--- src/rtl/cache_mem_arbiter.sv ---
// Shares one memory burst port between the I-cache and the D-cache.
// Round-robin on ties; a grant is held until the memory completes.
module cache_mem_arbiter #(
  parameter int LINE_W = 256,
  parameter int ADDR_W = 32
) (
  input  logic              clk,
  input  logic              rst,
  // I-cache side
  input  logic              i_read,
  input  logic [ADDR_W-1:0] i_address,
  output logic [LINE_W-1:0] i_rdata,
  output logic              i_resp,
  // D-cache side
  input  logic              d_read,
  input  logic              d_write,
  input  logic [ADDR_W-1:0] d_address,
  input  logic [LINE_W-1:0] d_wdata,
  output logic [LINE_W-1:0] d_rdata,
  output logic              d_resp,
  // Memory side
  output logic              m_read,
  output logic              m_write,
  output logic [ADDR_W-1:0] m_address,
  output logic [LINE_W-1:0] m_wdata,
  input  logic [LINE_W-1:0] m_rdata,
  input  logic              m_resp,
  // Debug: exposes the FSM state directly
  output logic [1:0]        grant
);

  // Handshake: each cache holds its request high until its one-cycle resp
  // pulse; the memory holds m_read/m_write until its one-cycle m_resp pulse.

  typedef enum logic [1:0] {
    IDLE    = 2'b00,
    SERVE_I = 2'b01,
    SERVE_D = 2'b10
  } state_e;

  state_e state_q;
  logic   last_owner_q;  // 0 = I-cache served last, 1 = D-cache served last

  logic i_req;
  logic d_req;

  assign i_req = i_read;
  assign d_req = d_read | d_write;

  always_ff @(posedge clk) begin
    if (rst) begin
      state_q      <= IDLE;
      last_owner_q <= 1'b1;
    end else begin
      case (state_q)
        IDLE: begin
          // On a tie the cache that was not served last wins.
          if (i_req && (!d_req || last_owner_q)) begin
            state_q      <= SERVE_I;
            last_owner_q <= 1'b0;
          end else if (d_req) begin
            state_q      <= SERVE_D;
            last_owner_q <= 1'b1;
          end
        end
        SERVE_I, SERVE_D: begin
          if (m_resp) state_q <= IDLE;
        end
        default: state_q <= IDLE;
      endcase
    end
  end

  assign grant   = state_q;
  assign i_rdata = m_rdata;
  assign d_rdata = m_rdata;

  // Memory-side outputs depend on the registered state, never on m_resp.
  always_comb begin
    m_read    = 1'b0;
    m_write   = 1'b0;
    m_address = '0;
    m_wdata   = '0;
    i_resp    = 1'b0;
    d_resp    = 1'b0;
    case (state_q)
      SERVE_I: begin
        m_read    = 1'b1;
        m_address = i_address;
        i_resp    = m_resp;
      end
      SERVE_D: begin
        // A pending write-back goes out before the fill.
        m_read    = d_read & ~d_write;
        m_write   = d_write;
        m_address = d_address;
        m_wdata   = d_wdata;
        d_resp    = m_resp;
      end
      default: ;
    endcase
  end

endmodule

--- config.mk ---
export PLATFORM = sky130hd
export DESIGN_NAME = cache_mem_arbiter
export DESIGN_NICKNAME = d
export VERILOG_FILES = /design/src/rtl/cache_mem_arbiter.sv
export SDC_FILE = /design/constraint.sdc
export NUM_CORES = 1
export LEC_CHECK = 0
export ABC_AREA = 1
export CAP_MARGIN = 0
export CORE_AREA = 3 3 535 537
export DETAILED_ROUTE_END_ITERATION = 7
export DIE_AREA = 0 0 538 540
export GPL_ROUTABILITY_DRIVEN = 0
export GPL_TIMING_DRIVEN = 0
export PLACE_DENSITY_LB_ADDON = 0.25
export SLEW_MARGIN = 20
export SYNTH_ARGS = -nofsm -noshare
export SYNTH_HDL_FRONTEND = slang
export SYNTH_SLANG_ARGS = --single-unit
--- constraint.sdc ---
create_clock -name clk -period 1.65 [get_ports clk]
set_input_delay 0.2475 -clock clk [delete_from_list [all_inputs] [get_ports clk]]
set_output_delay 0.2475 -clock clk [all_outputs]
set_load 0.02 [all_outputs]
======== Yosys cells after proc, flatten, opt, wreduce, memory -nomap -nowiden ========
Cells that the tools add are included.
word-level totals
  word-level logic and storage cells ...... 29
  memories kept ........................... 0
  output and inout port bits .............. 806
  bits in read-only memories .............. 0
  memory bits (writable) .................. 0
  input port bits ......................... 582
  bits in registers ....................... 3
  bits in latches ......................... 0
operators by class
  muxes and demuxes ....................... 12
  add/subtract/negate cells ............... 0
  multiply operators ...................... 0
  div/mod/pow operators ................... 0
  shift-type cells ........................ 0
  order comparisons ....................... 0
  equal/unequal tests ..................... 4
  reductions and logical operators ........ 8
  bitwise operators ....................... 3
operators by type and width
  operator            count
  $mux 256            1
  $pmux 32 s2         1
  $mux 2              3
  $mux 1              5
  $pmux 2 s2          1
  $reduce_and 2->1    2
  $ne 3x3->1 const B  1
  $eq 2x1->1 const B  1
  $eq 2x2->1 const B  1
  $logic_not 2->1     1
  $ne 2x2->1 const B  1
  $pmux 1 s2          1
  $reduce_bool 2->1   1
  $reduce_or 2->1     1
  $and 1x1->1         1
  $logic_and 1x1->1   1
  $logic_not 1->1     1
  $logic_or 1x1->1    1
  $not 1->1           1
  $or 1x1->1          1

======== Depth between registers and ports, before layout ========
Gate-level depths: netlist (run 1).
  depth after elaboration ................. 6
  mapped depth ............................ 8

======== Worst setup path after synthesis (run 1) ========
No wires, ideal clock.
  kind .................................... register to output
  from .................................... register state_q[0], in the netlist grant[0]
  to ...................................... output m_address[11]
  arrival time ............................ 1.469 ns
  cell stages (with the launch flop) ...... 6
  path buffers ............................ 1
  slack ................................... -0.067 ns
  cell sequence ........................... dfxtp_1 > inv_1 > ha_1 > inv_2 > clkbuf_1 > a21oi_1
between the ends
  word-level cells in the longest chain between the ends .. 2
RTL lines
  element                                          line  RTL
  start, declared                                  41    state_e state_q;
  start signal, assigned                           52    state_q <= IDLE;
  start signal, assigned                           59    state_q <= SERVE_I;
  start signal, assigned                           62    state_q <= SERVE_D;
  $eq 2x2->1 / $eq 2x1->1 (equally long branches)  86    case (state_q)
  $pmux 32 s2 *                                    86
  end, declared                                    24    output logic [ADDR_W-1:0] m_address,
Mark *: on every way between the ends. The rest lies on a longest branch, timed or not.

======== Final worst setup path (run 1) ========
  from .................................... register state_q[0], in the netlist grant[0]
  to ...................................... output m_wdata[188]
between the ends
  word-level cells in the longest chain between the ends .. 2
RTL lines
  element        line  RTL
  $eq 2x2->1     86
  $mux 256       86
  end, declared  25    output logic [LINE_W-1:0] m_wdata,
No other way between the ends.

==> metrics.txt, run 1 <==
Final nets=3,013; reg2reg path depth=9; min setup slack post-route=-0.443 ns; PortBufs=1,131; worst path required time=1.40 ns; Syn Area/Cell=5.63 um^2; Power Total=12.8 mW; Layout Utilization=9.39%; Routed Antenna Nets=0; vias in the first global route=12,600; die area=0.291 mm^2; final wirelength=206,000 um; largest family of logic cells by synthesized area=buffers and inverters; final non-filler cell total=6,198; initial antenna violation count=155; Worst setup EP type=output pin; failing checks=setup timing; post-synthesis mux area share=0%; CTS root buf=clkbuf_16; Congestion Overflow GR=0; synthesized area=0.00675 mm^2; Die Span X=538 um; static leakage=12.1 nW; global-route wire length before repair=228,000 um; CTS Buf Count=3; final setup violation count=292; final hold slack=0.498 ns; most frequent cells in the layout=839 x clkdlybuf4s50_1, 588 x buf_4, 165 x nand2_1; Area Growth Syn to Fin=292%; Placed Cells incl. Taps=6,072; FMAX=478 MHz; RSZ-0062 raised after global routing=yes; compound-gate portion of the synthesized area=2.95%; Slew headroom=42.5%; Clock Sinks=3; final hold vios=0; Peak VDD IR=216 uV; RR Endpoint=grant[1]; via count=12,700; # fillers=33,000; Mapped Cells=1,198; clock transition at the registers of the reported paths=0.03 ns; crit share post-route=127%; layout cell share with drive strength beyond 1=53.0%; DRT iter0 DRCs=471; CTS tree=built; number of max-slew violations in the final report=0; Synth Area in Adders=0.742%; Least-Margin Pin Slew=0.860 ns; Tightest Hold Check Type=reg -> reg; outcome=finished with violations; start point of the critical path=grant[0]; synth unique cells=15; chip height=540 um; syn_nets=1,784; clk buf depth=2; setup_tns=-87.70 ns; GR Util All Layers=13.3%; startpoint class of the critical path=flop; Synth Area in Simple Gates=18.6%; Core Area=0.282 mm^2; final setup skew=0.00228 ns; vias per cell=2.05; Setup CP Type=reg -> out; post-DP HPWL=198,000 um; crit path max fanout=7; Warnings, synthesis=0; initial core utilization=2.39%; hold-fix buffers at CTS=0; R2R Setup Slk=0.06 ns; xor-xnor portion of the synthesized cell area=0%; Seq/Total Area, Yosys=0.890%; most common cell after layout, fill and taps aside=clkdlybuf4s50_1; DR WL/cell=33.2 um; H-tree levels=1; largest net degree at the start of global routing=11; max_cap viols=0; CP arrival=1.85 ns; I/O pins=1,388; crit path time final=2.09 ns; FF-to-FF Start=grant[0]; pwr dens=482 mW/mm^2; std cell rows=195; DRC=0; crit path to=m_wdata[188]; drt pass-1 iters=5; Yosys reg bits=3; later-pin clock latency in the skew report=0.23 ns
-- layout make-up --
type                            count  area, um^2  share of cell area [%]
Antenna cell                       29        72.6                   0.274
Buffer                            551        4530                    17.1
Clock buffer                        4        78.8                   0.298
Inverter                          267        1130                    4.26
Multi-Input combinational cell    377        2710                    10.2
Sequential cell                     3        67.6                   0.255
Tap cell                         3743        4680                    17.7
Timing Repair Buffer             1224       13200                    49.9
-- stage by stage --
stage / setup slack, ns / instance area, um^2
5_1_grt: -0.487 / 26400
3_5_place_dp: -1.60 / 22800
3_3_place_gp: -1.60 / 22800
2_1_floorplan: -0.0668 / 6770
4_1_cts: -0.555 / 22800
6_report: -0.443 / 26500
-- sequential cells by signal, indices dropped and copies added, names as in the netlist --
signal        count
grant             2
last_owner_q      1
-- power breakdown --
| part | internal, mW | switching (mW) |
|---|---|---|
| logic | 5.73 | 6.55 |
| clock network | 0.320 | 0.0737 |
| registers | 0.0868 | 0.0134 |
| total | 6.13 | 6.64 |
-- cell usage after synthesis --
master / count / area share [%]
nand2_1: 329 / 18
a31oi_1: 1 / 0.093
ha_1: 4 / 0.74
buf_2: 12 / 0.89
inv_2: 1 / 0.056
nor2_1: 4 / 0.22
buf_4: 515 / 57
o21bai_1: 1 / 0.11
o21ai_1: 1 / 0.074
dfxtp_1: 3 / 0.89
clkbuf_1: 2 / 0.11
buf_6: 22 / 3.7
a21oi_1: 36 / 2.7
nor3_1: 1 / 0.074
inv_1: 266 / 15
-- how the worst min path moves through the flow --
stage,startpoint,to,depth (start not counted)
floorplan,rst,grant[0],1
global placement,last_owner_q,last_owner_q,2
detailed placement,grant[0],grant[0],2
CTS,grant[0],grant[0],2
global route,grant[0],grant[0],2
finish,grant[0],grant[0],2
-- cell families (layout without fill, tap and decap cells) --
kind of cell / after synthesis / in the layout
flops: 3 / 3
simple gates: 334 / 334
fa+ha+maj: 4 / 4
buf+inv: 818 / 2046
other cells: 0 / 29
compound gates: 39 / 39
-- worst max-delay path, stage by stage (launching register included) --
cell and delay [ns]:
dfxtp_4 0.36, clkinv_4 0.06, ha_4 0.20, buf_12 0.17, buf_16 0.17, buf_8 0.14
buf_6 0.12, buf_4 0.13, nand2_4 0.06, inv_4 0.04, buf_6 0.12
-- timing repair --
item / CTS / global route
setup endpoints to repair: 296 / 292
gates resized for setup: 1143 / 1558
gates cloned: 2 / 23
pin swaps: 0 / 11
buffers inserted: 1 / 68
-- layer usage --
metal	up-vias	wire (um)	track usage, %	part of all wire (%)
met2	1218	89900	21.7	44
li1	5338	-	-	-
met4	88	6010	1.67	2.9
met5	-	587	0	0.29
met3	340	33100	9.06	16
met1	5693	75900	14.5	37
No activity file was read; power rests on OpenSTA's default activity.
==> run 2, diff against run 1 <==
ABC_CLOCK_PERIOD_IN_PS = 1650   (was unset)
HOLD_SLACK_MARGIN = 0.12   (was unset)
SKIP_LAST_GASP = 1   (was unset)
==> metrics.txt, run 2 (synthesized netlist as in run 1, its figures left out) <==
vias per cell=2.05 (about the same); Crit path top cell by count=buf_4 (was buf_6); Tightest Hold Check Type=reg -> reg (unchanged); register share of total power=0.8% (about the same); crit share post-route=131% (was 127%); Core Area=0.282 mm^2 (unchanged); CP arrival=1.92 ns (was 1.85 ns); Peak VDD IR=195 uV (was 216 uV); via count=12,700 (about the same); DRC=0 (unchanged); switch share=51.8% (was 52.0%); final wirelength=206,000 um (about the same); outcome=finished with violations (unchanged); FMAX=461 MHz (was 478 MHz); CTS root buf=clkbuf_16 (unchanged); later-pin clock latency in the skew report=0.23 ns (about the same); CP max stage delay=0.36 ns (about the same); max_cap viols=0 (unchanged); I/O pins=1,388 (unchanged); worst path required time=1.40 ns (about the same); Slew headroom=43.4% (was 42.5%); global-route wire length before repair=228,000 um (about the same); Setup CP Type=reg -> out (unchanged); Clock Sinks=3 (unchanged); number of max-slew violations in the final report=0 (unchanged); Worst setup EP type=output pin (unchanged); net switching power=6.58 mW (was 6.64 mW); Combinational Power Share=96.1% (about the same); CTS tree=built (unchanged); Routed Antenna Nets=0 (unchanged); final hold vios=0 (unchanged); setup_tns=-97.75 ns (was -87.70 ns); startpoint class of the critical path=flop (unchanged); static leakage=12.1 nW (about the same); initial core utilization=2.39% (unchanged); vias in the first global route=12,600 (about the same); # fillers=33,000 (about the same); crit path max fanout=7 (unchanged); RSZ-0062 raised after global routing=yes (unchanged); Least-Margin Pin Slew=0.846 ns (was 0.860 ns); most common cell after layout, fill and taps aside=clkdlybuf4s50_1 (unchanged); failing checks=setup timing (unchanged); largest net degree at the start of global routing=11 (unchanged); DRT iter0 DRCs=533 (was 471); area of the multi-input gates=0.00266 mm^2 (was 0.00271 mm^2); Final nets=3,017 (was 3,013); R2R Setup Slk=0.21 ns (was 0.06 ns); Register Area=67.6 um^2 (unchanged); drt pass-1 iters=6 (was 5); final setup skew=0.00202 ns (was 0.00228 ns); GR Util All Layers=13.3% (about the same); P_int=6.14 mW (was 6.13 mW); CP top delay family=buffers and inverters (unchanged); final hold slack=0.501 ns (was 0.498 ns); CTS Buf Count=3 (unchanged); Die Span X=538 um (unchanged); clock transition at the registers of the reported paths=0.03 ns (about the same); crit path time final=2.17 ns (was 2.09 ns); DR WL/cell=33.2 um (about the same); most frequent cells in the layout=839 x clkdlybuf4s50_1, 605 x buf_4, 161 x nand2_1 (was 839 x clkdlybuf4s50_1, 588 x buf_4, 165 x nand2_1); pwr dens=479 mW/mm^2 (was 482 mW/mm^2); WP buf/inv=9 (was 8); slowest cell on the critical path=dfxtp_4 (unchanged); die area=0.291 mm^2 (unchanged); Area Growth Syn to Fin=293% (was 292%); min setup slack post-route=-0.518 ns (was -0.443 ns); post-DP HPWL=198,000 um (unchanged); final setup violation count=292 (unchanged); clk buf depth=2 (unchanged); Clk network pwr share=3.1% (about the same); Congestion Overflow GR=0 (unchanged); H-tree levels=1 (unchanged); std cell rows=195 (unchanged); chip height=540 um (unchanged); Largest register FFs=2 (unchanged); PortBufs=1,131 (unchanged); layout cell share with drive strength beyond 1=53.4% (was 53.0%); cells along the critical path=clkinv_4 -> ha_4 -> buf_12 -> buf_4 -> buf_8 -> buf_4 -> buf_8 -> buf_4 -> nand2_2 -> inv_2 -> buf_6 (was clkinv_4 -> ha_4 -> buf_12 -> buf_16 -> buf_8 -> buf_6 -> buf_4 -> nand2_4 -> inv_4 -> buf_6); hold-fix buffers at CTS=0 (unchanged); initial antenna violation count=158 (was 155)
-- run 2: worst paths after layout --
kind | endpoint | start | cells after the start
min | grant[0] | grant[0] | 2
max | m_wdata[36] | grant[0] | 11
min reg2reg | grant[0] | grant[0] | 2
max reg2reg | grant[1] | grant[0] | 8
-- run 2: final cells by class --
cell class / count / share of cell area, %
diodes: 34 / 0.321
plain buffers: 550 / 17.0
clock buffers: 4 / 0.297
inverters: 267 / 4.23
multi-input cells: 377 / 10.0
flip-flops and latches: 3 / 0.255
well taps: 3743 / 17.6
repair buffers: 1229 / 50.3
-- run 2: timing repair --
item,in CTS,in global routing
buffers inserted,1,71
pin swaps,0,3
gates resized for setup,994,1703
setup endpoints to repair,296,292
cloned,2,26
-- run 2: worst register-to-register path, cell delays in order, from the launching register on --
cell	delay [ns]
dfxtp_4	0.36
clkinv_4	0.06
buf_4	0.14
ha_4	0.26
inv_4	0.06
nor2_1	0.14
inv_1	0.09
a21oi_1	0.15
nor3_1	0.07
-- run 2: metal layers --
metal  share of wire (%)  vias up  global-route usage, %
met5                0.30        -                      0
met4                 2.6       90                   1.70
met3                  16      346                   8.84
met2                  44     1244                   21.7
met1                  37     5671                   14.6
li1                    -     5349                      -
-- run 2: through the flow --
step           cells  power (mW)  util [%]  worst slack [ns]  area [um^2]
2_1_floorplan   1198        3.87         -           -0.0668         6770
3_3_place_gp    6072        9.85      8.08             -1.60        22800
3_5_place_dp    6072        9.83      8.08             -1.60        22800
4_1_cts         6079        10.2      8.08            -0.579        22800
5_1_grt         6176        13.4      9.38            -0.601        26500
6_report        6207        12.7      9.41            -0.518        26500
-- run 2: power groups by stage --
| stage | sequential [mW] | clock, mW | combinational, mW |
|---|---|---|---|
| 6_report | 0.102 | 0.391 | 12.2 |
| 5_1_grt | 0.104 | 0.401 | 12.9 |
| 4_1_cts | 0.104 | 0.397 | 9.67 |
| 3_5_place_dp | 0.0968 | 0 | 9.73 |
| 3_3_place_gp | 0.0973 | 0 | 9.75 |
| 2_1_floorplan | 0.103 | 0 | 3.76 |
==> run 3, diff against run 2 <==
ABC_CLOCK_PERIOD_IN_PS = 1900   (was 1650)
CORE_AREA = 3 3 533 535   (was 3 3 535 537)
DIE_AREA = 0 0 536 538   (was 0 0 538 540)
clock period = 1.9 ns   (was 1.65 ns; I/O delays follow)
==> metrics.txt, run 3 (synthesized netlist as in run 1, its figures left out) <==
reg2reg path depth=7 (was 8); layout cell share with drive strength beyond 1=42.8% (was 53.4%); final wirelength=188,000 um (was 206,000 um); slowest cell on the critical path=dfxtp_4 (unchanged); max_cap viols=0 (unchanged); Slew headroom=28.7% (was 43.4%); Tightest Hold Check Type=reg -> reg (unchanged); final hold vios=0 (unchanged); Clock Sinks=3 (unchanged); final non-filler cell total=6,123 (was 6,207); startpoint class of the critical path=flop (unchanged); Worst setup EP type=output pin (unchanged); later-pin clock latency in the skew report=0.23 ns (about the same); R2R Setup Slk=0.47 ns (was 0.21 ns); cells along the critical path=inv_4 -> ha_4 -> buf_12 -> buf_16 -> buf_12 -> clkbuf_16 -> buf_4 -> nand2_1 -> inv_1 -> buf_6 (was clkinv_4 -> ha_4 -> buf_12 -> buf_4 -> buf_8 -> buf_4 -> buf_8 -> buf_4 -> nand2_2 -> inv_2 -> buf_6); Levels on crit path=10 (was 11); via count=12,400 (was 12,700); chip height=538 um (was 540 um); std cell rows=194 (was 195); initial core utilization=2.42% (was 2.39%); pwr dens=396 mW/mm^2 (was 479 mW/mm^2); clock transition at the registers of the reported paths=0.03 ns (about the same); switch share=54.3% (was 51.8%); most frequent cells in the layout=836 x clkdlybuf4s50_1, 582 x buf_4, 250 x nand2_1 (was 839 x clkdlybuf4s50_1, 605 x buf_4, 161 x nand2_1); Setup CP Type=reg -> out (unchanged); DRT iter0 DRCs=601 (was 533); net switching power=5.16 mW (was 6.58 mW); DR WL/cell=30.8 um (was 33.2 um); P_int=4.33 mW (was 6.14 mW); final setup skew=0.00275 ns (was 0.00202 ns); static leakage=11.0 nW (was 12.1 nW); Combinational Power Share=95.5% (was 96.1%); RSZ-0062 raised after global routing=yes (unchanged); GR Util All Layers=12.3% (was 13.3%); I/O pins=1,388 (unchanged); vias per cell=2.02 (was 2.05); RR Endpoint=grant[1] (unchanged); FF-to-FF Start=grant[1] (was grant[0]); outcome=finished with violations (unchanged); Crit path top cell by count=buf_12 (was buf_4); most common cell after layout, fill and taps aside=clkdlybuf4s50_1 (unchanged); Die Span X=536 um (was 538 um); clk buf depth=2 (unchanged); Routed Antenna Nets=0 (unchanged); register share of total power=1.0% (was 0.8%); start point of the critical path=grant[0] (unchanged); crit path to=m_wdata[109] (was m_wdata[36]); crit path time final=2.07 ns; Setup WS pre-CTS=-1.26 ns (was -1.60 ns); hold-fix buffers at CTS=0 (unchanged); post-DP HPWL=181,000 um (was 198,000 um); failing checks=setup timing (unchanged); CP arrival=1.78 ns (was 1.92 ns); FMAX=483 MHz; Peak VDD IR=214 uV (was 195 uV); Final nets=2,962 (was 3,017); number of max-slew violations in the final report=0 (unchanged); H-tree levels=1 (unchanged); CTS Buf Count=3 (unchanged); crit share post-route=109%; worst path required time=1.62 ns (was 1.40 ns); largest net degree at the start of global routing=11 (unchanged); drt pass-1 iters=7 (was 6); CP top delay family=buffers and inverters (unchanged); global-route wire length before repair=212,000 um (was 228,000 um); PortBufs=1,131 (unchanged); die area=0.288 mm^2 (was 0.291 mm^2); Core Area=0.279 mm^2 (was 0.282 mm^2); Largest register FFs=2 (unchanged); Congestion Overflow GR=0 (unchanged); vias in the first global route=12,300 (was 12,600); final setup violation count=190 (was 292); Power Total=9.49 mW (was 12.7 mW); Clk network pwr share=3.5% (was 3.1%); WP buf/inv=8 (was 9); DRC=0 (unchanged); Least-Margin Pin Slew=1.07 ns (was 0.846 ns); initial antenna violation count=144 (was 158); crit path max fanout=5 (was 7); min setup slack post-route=-0.169 ns (was -0.518 ns); Layout Utilization=8.57% (was 9.41%); Area Growth Syn to Fin=255% (was 293%); CTS root buf=clkbuf_16 (unchanged); Placed Cells incl. Taps=6,053 (was 6,072); CTS tree=built (unchanged); CP max stage delay=0.35 ns (was 0.36 ns)
run 3: cell types whose count changed in the layout (fill, tap and decap cells not counted), sizes merged:
cell	change
clkbuf	+68
clkdlybuf4s18	+2
dlymetal6s2s	+2
clkdlybuf4s50	-3
diode	-10
inv	+1
dlygate4sd2	+3
clkdlybuf4s15	+33
buf	-160
clkinv	-1
run 3: per-stage QoR:
step | cell area [um^2] | hold slack, ns | TNS (ns)
global route | 23900 | 0.605 | -30.53
global placement | 22700 | 0.515 | -188.55
CTS | 23600 | 0.530 | -48.85
detailed placement | 22700 | 0.519 | -187.76
floorplan | 6750 | 0.354 | 0
finish | 23900 | 0.539 | -13.25
run 3: worst min-delay path by stage:
stage                         endpoint  cells past startpoint    startpoint  slack, ns
after floorplan               grant[0]                      1           rst       0.35
after global placement        grant[0]                      2      grant[0]       0.52
after detailed placement      grant[0]                      2      grant[0]       0.52
after CTS                 last_owner_q                      2  last_owner_q       0.53
after global routing      last_owner_q                      2  last_owner_q       0.61
final                     last_owner_q                      2  last_owner_q       0.54
run 3: worst reg2reg max path, delay by kind of cell, from the launching register on:
family                     cells  cell delay (ns)
adders and majority gates      1             0.30
buffers and inverters          3             0.34
AOI/OAI and AO/OA              1             0.07
DFF                            1             0.39
and+or+nand+nor                2             0.24
run 3: per-layer routing:
layer | vias to the layer above | track usage (%) | part of all wire, %
met2 | 1216 | 18.6 | 42
met3 | 282 | 7.61 | 14
met4 | 76 | 1.53 | 1.7
li1 | 5214 | - | -
met1 | 5575 | 15.0 | 42
met5 | - | 0 | 0.28
run 3: repair_timing:
item                                    4_1_cts  5_1_grt
buffers inserted                             16       23
gates resized for setup                    1095      616
pin swaps                                     3        2
endpoints found under the setup margin      294      287
cloned                                        7        3
run 3: power groups by stage:
stage / Clock, mW / Sequential [mW] / Combinational (mW)
floorplan: 0 / 0.0897 / 3.25
global placement: 0 / 0.0852 / 8.29
detailed placement: 0 / 0.0857 / 8.26
CTS: 0.340 / 0.0916 / 8.81
global route: 0.345 / 0.0925 / 9.52
finish: 0.333 / 0.0911 / 9.06
run 3: cell type report:
type / instances / area, um^2
tap: 3724 / 4660
multi-input combinational: 377 / 1970
antenna: 24 / 60.1
fill: 32700 / 255000
sequential: 3 / 67.6
timing repair buffer: 1177 / 11700
inverter: 267 / 1040
buffer: 547 / 4340
clock buffer: 4 / 78.8
